`config.mk`:
```
export PLATFORM = sky130hd
export DESIGN_NAME = wb_regfile_flat
export DESIGN_NICKNAME = d
export VERILOG_FILES = /design/src/rtl/wb_regfile_pkg.sv /design/src/rtl/wb_regfile_if.sv /design/src/rtl/wb_regfile_core.sv /design/src/rtl/wb_regfile.sv /design/src/flat_wrapper.sv
export SDC_FILE = /design/constraint.sdc
export NUM_CORES = 2
export LEC_CHECK = 0
export ABC_CLOCK_PERIOD_IN_PS = 2200
export CAP_MARGIN = 40
export CELL_PAD_IN_SITES_DETAIL_PLACEMENT = 2
export CELL_PAD_IN_SITES_GLOBAL_PLACEMENT = 2
export CORE_UTILIZATION = 41
export DETAILED_ROUTE_END_ITERATION = 16
export GPL_TIMING_DRIVEN = 0
export PLACE_DENSITY_LB_ADDON = 0.1
export SYNTH_ARGS = -nofsm -noshare
export SYNTH_HDL_FRONTEND = slang
export SYNTH_SLANG_ARGS = --single-unit
```
`constraint.sdc`:
```
create_clock -name clk -period 2.2 [get_ports clk]
set_input_delay 0.22 -clock clk [delete_from_list [all_inputs] [get_ports clk]]
set_output_delay 0.22 -clock clk [all_outputs]
set_load 0.1 [all_outputs]
```
`src/rtl/wb_regfile_pkg.sv`:
```
// Shared types, constants and read-select helper for the write-back
// register file slice.
package wb_regfile_pkg;

   localparam int DATA_W = 32;
   localparam int ADDR_W = 5;
   localparam int NREGS  = 32;

   typedef logic [DATA_W-1:0] reg_bus_t;
   typedef logic [ADDR_W-1:0] reg_addr_t;

   localparam reg_bus_t  ZeroWord     = '0;
   localparam reg_addr_t NOPRegAddr   = '0;
   localparam logic      WriteEnable  = 1'b1;
   localparam logic      WriteDisable = 1'b0;
   localparam logic      ReadEnable   = 1'b1;

   typedef struct packed {
      logic      wreg;
      reg_addr_t wd;
      reg_bus_t  wdata;
   } wb_entry_t;

   // Ordered read select: reset, disable, r0, same-cycle bypass, array.
   function automatic reg_bus_t rd_sel(
      input logic      rst,
      input logic      re,
      input reg_addr_t raddr,
      input logic      we,
      input reg_addr_t waddr,
      input reg_bus_t  wdata,
      input reg_bus_t  arr
   );
      if (rst)
         return ZeroWord;
      else if (re != ReadEnable)
         return ZeroWord;
      else if (raddr == NOPRegAddr)
         return ZeroWord;
      else if (we == WriteEnable && raddr == waddr)
         return wdata;
      else
         return arr;
   endfunction

endpackage

```
`src/rtl/wb_regfile_if.sv`:
```
// MEM/WB and decode read signals of the write-back register file.
// master = pipeline side, slave = register file.
interface wb_regfile_if;
   import wb_regfile_pkg::*;

   logic      stall;
   logic      mem_wreg_i;
   reg_addr_t mem_wd_i;
   reg_bus_t  mem_wdata_i;
   logic      re1;
   logic      re2;
   reg_addr_t raddr1;
   reg_addr_t raddr2;
   reg_bus_t  rdata1;
   reg_bus_t  rdata2;
   logic      wb_wreg_o;
   reg_addr_t wb_wd_o;
   reg_bus_t  wb_wdata_o;

   modport master (
      output stall, mem_wreg_i, mem_wd_i, mem_wdata_i,
      output re1, re2, raddr1, raddr2,
      input  rdata1, rdata2,
      input  wb_wreg_o, wb_wd_o, wb_wdata_o
   );

   modport slave (
      input  stall, mem_wreg_i, mem_wd_i, mem_wdata_i,
      input  re1, re2, raddr1, raddr2,
      output rdata1, rdata2,
      output wb_wreg_o, wb_wd_o, wb_wdata_o
   );

endinterface

```
`src/rtl/wb_regfile_core.sv`:
```
// 32x32 register array with one write port and two bypassed
// combinational read ports; r0 is never written.
module wb_regfile_core
   import wb_regfile_pkg::*;
(
   input  logic      clk,
   input  logic      rst,
   input  logic      i_we,
   input  reg_addr_t i_waddr,
   input  reg_bus_t  i_wdata,
   input  logic      i_re1,
   input  reg_addr_t i_raddr1,
   input  logic      i_re2,
   input  reg_addr_t i_raddr2,
   output reg_bus_t  o_rdata1,
   output reg_bus_t  o_rdata2
);

   reg_bus_t r_regs [NREGS];
   logic     w_commit;

   assign w_commit = (i_we == WriteEnable) &&
                     (i_waddr != NOPRegAddr);

   always_ff @(posedge clk) begin
      if (rst) begin
         for (int i = 0; i < NREGS; i++)
            r_regs[i] <= ZeroWord;
      end else if (w_commit) begin
         r_regs[i_waddr] <= i_wdata;
      end
   end

   always_comb begin
      o_rdata1 = rd_sel(rst, i_re1, i_raddr1,
                        i_we, i_waddr, i_wdata,
                        r_regs[i_raddr1]);
      o_rdata2 = rd_sel(rst, i_re2, i_raddr2,
                        i_we, i_waddr, i_wdata,
                        r_regs[i_raddr2]);
   end

endmodule

```
`src/rtl/wb_regfile.sv`:
```
// Write-back stage: MEM/WB pipeline register with stall hold,
// feeding the bypassed register file core.
module wb_regfile
   import wb_regfile_pkg::*;
(
   input  logic        clk,
   input  logic        rst,
   wb_regfile_if.slave bus
);

   wb_entry_t r_wb;

   // A stalled entry stays put and is recommitted each cycle.
   always_ff @(posedge clk) begin
      if (rst) begin
         r_wb <= '{wreg:  WriteDisable,
                   wd:    NOPRegAddr,
                   wdata: ZeroWord};
      end else if (!bus.stall) begin
         r_wb <= '{wreg:  bus.mem_wreg_i,
                   wd:    bus.mem_wd_i,
                   wdata: bus.mem_wdata_i};
      end
   end

   assign bus.wb_wreg_o  = r_wb.wreg;
   assign bus.wb_wd_o    = r_wb.wd;
   assign bus.wb_wdata_o = r_wb.wdata;

   wb_regfile_core u_core (
      .clk      (clk),
      .rst      (rst),
      .i_we     (r_wb.wreg),
      .i_waddr  (r_wb.wd),
      .i_wdata  (r_wb.wdata),
      .i_re1    (bus.re1),
      .i_raddr1 (bus.raddr1),
      .i_re2    (bus.re2),
      .i_raddr2 (bus.raddr2),
      .o_rdata1 (bus.rdata1),
      .o_rdata2 (bus.rdata2)
   );

endmodule

```
`src/flat_wrapper.sv`:
```
// flat-port wrapper written by rule: the top's interface ports become plain ports
module wb_regfile_flat import wb_regfile_pkg::*;
  (clk, rst, bus_stall, bus_mem_wreg_i, bus_mem_wd_i, bus_mem_wdata_i, bus_re1, bus_re2, bus_raddr1, bus_raddr2, bus_rdata1, bus_rdata2, bus_wb_wreg_o, bus_wb_wd_o, bus_wb_wdata_o);
  wb_regfile_if bus_i ();
  input  logic clk;
  input  logic rst;
  input wire logic [$bits(bus_i.stall)-1:0] bus_stall;
  input wire logic [$bits(bus_i.mem_wreg_i)-1:0] bus_mem_wreg_i;
  input wire logic [$bits(bus_i.mem_wd_i)-1:0] bus_mem_wd_i;
  input wire logic [$bits(bus_i.mem_wdata_i)-1:0] bus_mem_wdata_i;
  input wire logic [$bits(bus_i.re1)-1:0] bus_re1;
  input wire logic [$bits(bus_i.re2)-1:0] bus_re2;
  input wire logic [$bits(bus_i.raddr1)-1:0] bus_raddr1;
  input wire logic [$bits(bus_i.raddr2)-1:0] bus_raddr2;
  output wire logic [$bits(bus_i.rdata1)-1:0] bus_rdata1;
  output wire logic [$bits(bus_i.rdata2)-1:0] bus_rdata2;
  output wire logic [$bits(bus_i.wb_wreg_o)-1:0] bus_wb_wreg_o;
  output wire logic [$bits(bus_i.wb_wd_o)-1:0] bus_wb_wd_o;
  output wire logic [$bits(bus_i.wb_wdata_o)-1:0] bus_wb_wdata_o;
  assign bus_i.stall = bus_stall;
  assign bus_i.mem_wreg_i = bus_mem_wreg_i;
  assign bus_i.mem_wd_i = bus_mem_wd_i;
  assign bus_i.mem_wdata_i = bus_mem_wdata_i;
  assign bus_i.re1 = bus_re1;
  assign bus_i.re2 = bus_re2;
  assign bus_i.raddr1 = bus_raddr1;
  assign bus_i.raddr2 = bus_raddr2;
  assign bus_rdata1 = bus_i.rdata1;
  assign bus_rdata2 = bus_i.rdata2;
  assign bus_wb_wreg_o = bus_i.wb_wreg_o;
  assign bus_wb_wd_o = bus_i.wb_wd_o;
  assign bus_wb_wdata_o = bus_i.wb_wdata_o;
  wb_regfile u_core (.clk(clk), .rst(rst), .bus(bus_i));
endmodule
```
==> insert_results.sql <==
INSERT INTO impl_metrics (metric_group, metric, value, unit) VALUES
('yosys', 'synth_edf_count', '1024', ''),
('worst_setup_path', 'critPathMaxFanout', '8', ''),
('place', 'place_inst', '6184', ''),
('yosys', 'ys_warn_count', '0', ''),
('worst_setup_path', 'worstPathBufferInverterCount', '4', ''),
('yosys', 'synth.avg_cell_area', '13.93', 'um2'),
('place', 'numPortBuffers', '146', ''),
('drt', 'detail-route-antenna-nets', '0', ''),
('worst_setup_path', 'setup.worst_path.start_class', 'input port', ''),
('power', 'power-per-cell-area', '739.2', 'nW/um2'),
('layout', 'fin_cells', '6513', ''),
('sta', 'tightest_slew', '0.9972', 'ns'),
('drt', 'avgRoutedWirePerCell', '44.11', 'um'),
('sta', 'finalHoldWorstSlack', '0.05180', 'ns'),
('worst_setup_path', 'worst_ep_arrival_time', '3.18', 'ns'),
('place', 'place_hpwl', '200.0', 'mm'),
('clocking', 'cts.clk_slew.worst_paths', '0.06', 'ns'),
('yosys', 'synth-seq-cells', '1062', ''),
('clocking', 'cts_tree', 'yes', ''),
('place', 'pre_cts_ws', '-2.808', 'ns'),
('global_routing', 'globalRouteTotalUtil', '0.4072', ''),
('yosys', 'synth.cell_area', '56500', 'um2'),
('drt', 'detailedRoute.firstIterationViolations', '5961', ''),
('worst_setup_path', 'cpLargestDelayFamily', 'buffers and inverters', ''),
('floorplan', 'ioPinCount', '155', ''),
('worst_setup_path', 'cp_num_cells', '7', ''),
('drt', 'drt-total-wl', '287.3', 'mm'),
('worst_setup_path', 'critical_path.max_stage_delay', '0.67', 'ns'),
('sta', 'grt_setup_unrepaired', 'true', ''),
('power', 'post-layout-total-power', '53820', 'uW'),
('sta', 'fin_worst_skew', '0.02119', 'ns'),
('place', 'gp_routability_congestion', '0.9378', ''),
('clocking', 'cts_root_buf', 'clkbuf_16', ''),
('floorplan', 'die_h', '373.2', 'um'),
('sta', 'finalSetupViolations', '572', ''),
('worst_setup_path', 'required', '1.98', 'ns'),
('floorplan', 'start_util', '0.4150', ''),
('worst_setup_path', 'critical_path.slowest_cell', 'a311oi_4', ''),
('global_routing', 'overflow', '0', ''),
('clocking', 'clock_sinks', '1062', ''),
('sta', 'tns', '-82.27', 'ns'),
('yosys', 'postSynthCellCount', '4057', ''),
('yosys', 'ys_seq_area_frac', '0.5577', ''),
('power', 'p_leak', '0.02689', 'uW'),
('worst_setup_path', 'cp-end-kind', 'output pin', ''),
('drt', 'detail_route.drc_violations', '0', ''),
('status', 'outcome', 'finished, violations left', ''),
('clocking', 'cts.htree.levels', '4', ''),
('clocking', 'numCtsBuffers', '130', ''),
('yosys', 'synth_common_cells', 'edfxtp_1 (1024), and2_1 (994), mux4_2 (377)', ''),
('layout', 'fillerInstances', '12170', ''),
('layout', 'layout-drive-gt1-share', '0.3318', ''),
('sta', 'fmax', '293.9', 'MHz'),
('global_routing', 'grt_antenna_before_repair', '7', ''),
('run', 'max-cap-violations', '0', ''),
('worst_setup_path', 'worst_r2r_path_depth', '5', ''),
('worst_hold_path', 'hold_path_depth', '3', ''),
('yosys', 'yosysTopAreaCell', 'edfxtp_1', ''),
('sta', 'min_period', '3.402', 'ns'),
('status', 'failed_checks', 'negative setup slack', ''),
('yosys', 'dominantRegCellSynth', 'edfxtp_1', ''),
('worst_hold_path', 'holdCritPathClass', 'input port to register', ''),
('yosys', 'synthTopCellsByArea', 'edfxtp_1 (54%), mux4_2 (15%), and2_1 (11%), mux2i_1 (5.4%), clkbuf_1 (2.1%)', ''),
('drt', 'viasPerCell', '6.720', ''),
('worst_setup_path', 'critical_path_class', 'input port to output pin', ''),
('sta', 'max_slew_margin', '0.3352', ''),
('floorplan', 'core.rowCount', '135', ''),
('yosys', 'count_of_different_cell_masters_after_synthesis', '48', ''),
('sta', 'maxSlewViolCount', '0', ''),
('sta', 'setup_slack', '-1.202', 'ns'),
('clocking', 'clockBufferDepth', '3', '');
-- where the power goes --
part           leakage, uW  internal (uW)  switching, uW  total [uW]
Combinational       0.0141           3300           5710        9010
Sequential          0.0108          22900            585       23400
Clock              0.00200          12300           9100       21400
-- layout make-up --
| type | instances | area [um2] | share of cell area |
|---|---|---|---|
| inverter | 8 | 31.28 | 0.0004296 |
| clock inverter | 55 | 417.9 | 0.005740 |
| multi-input combinational | 2600 | 25920 | 0.3561 |
| timing repair buffer | 410 | 5919 | 0.08131 |
| clock buffer | 171 | 3637 | 0.04996 |
| sequential | 1062 | 31650 | 0.4347 |
| antenna | 3 | 7.507 | 0.0001031 |
| tap | 1781 | 2228 | 0.03061 |
| buffer | 423 | 2990 | 0.04107 |
-- final timing paths --
path                                                                  end                                   start  slack (ns)
worst max-delay path                                       bus_rdata2[18]                           bus_raddr2[3]       -1.20
worst min-delay path               u_core.bus.wb_wdata_o[24]$_SDFFE_PP0N_                     bus_mem_wdata_i[24]        0.05
worst max register to register  u_core.u_core.r_regs[27][8]$_SDFFCE_PN0P_      u_core.bus.wb_wd_o[2]$_SDFFE_PP0N_       -0.15
worst min register to register     u_core.bus.wb_wdata_o[12]$_SDFFE_PP0N_  u_core.bus.wb_wdata_o[12]$_SDFFE_PP0N_        0.59
-- cells in the final DEF, fill, tap and decap left out, types with 31 or more instances in the layout --
master / instances
edfxtp_1: 1024
and2_1: 994
mux4_2: 377
mux2i_1: 301
clkbuf_1: 177
clkbuf_16: 163
buf_12: 147
nor2_1: 119
buf_4: 116
clkbuf_2: 94
o22ai_1: 80
a22oi_1: 77
nand2_1: 67
buf_6: 62
clkdlybuf4s50_1: 57
buf_8: 55
a21oi_2: 53
or2_4: 46
a221oi_2: 39
clkbuf_4: 36
dfxtp_4: 36
nor2_4: 33
conb_1: 32
a32o_4: 31
-- sequential cells by signal, indices dropped and copies added, names as in the netlist --
name / count
u_core.u_core.r_regs: 1024
u_core.bus.wb_wdata_o: 32
u_core.bus.wb_wd_o: 5
u_core.bus.wb_wreg_o: 1
-- per-layer routing --
metal / GRT usage / vias up / share of wire
li1: - / 16680 / -
met1: 0.5075 / 22990 / 0.36
met2: 0.6387 / 3202 / 0.46
met5: 0 / - / 0.000035
met4: 0.2645 / 2 / 0.077
met3: 0.09348 / 902 / 0.10
-- stage by stage --
stage	utilization	instance area, um2
4_1_cts	0.5310	72290
5_1_grt	0.5347	72800
2_1_floorplan	-	58130
3_3_place_gp	0.4541	61820
3_5_place_dp	0.4752	64690
6_report	0.5348	72800
-- what timing repair did --
item | CTS | global route
gates resized for setup | 728 | 90
endpoints found under the setup margin | 2050 | 1181
buffers inserted | 128 | 22
pin swaps | 117 | 63
hold buffers | 1 | 0
cloned | 17 | 1
endpoints found under the hold margin | 1 | 0
-- worst register-to-register path, stage by stage, from the launching register on --
cell	delay, ns
dfxtp_4	0.37
clkbuf_8	0.19
nand3b_1	0.45
nor2_4	0.42
clkbuf_1	0.54
and2_1	0.24
-- kinds of logic after synthesis --
logic type | Yosys count | synth area share
AND/OR/NAND/NOR | 1380 | 0.1417
buffers and inverters | 440 | 0.03218
multiplexers | 695 | 0.2069
XOR/XNOR | 10 | 0.001550
other | 1 | 0.00006637
AO/OA/AOI/OAI | 469 | 0.05982
flip-flops | 1062 | 0.5577
No activity file was read; power rests on OpenSTA's default activity.
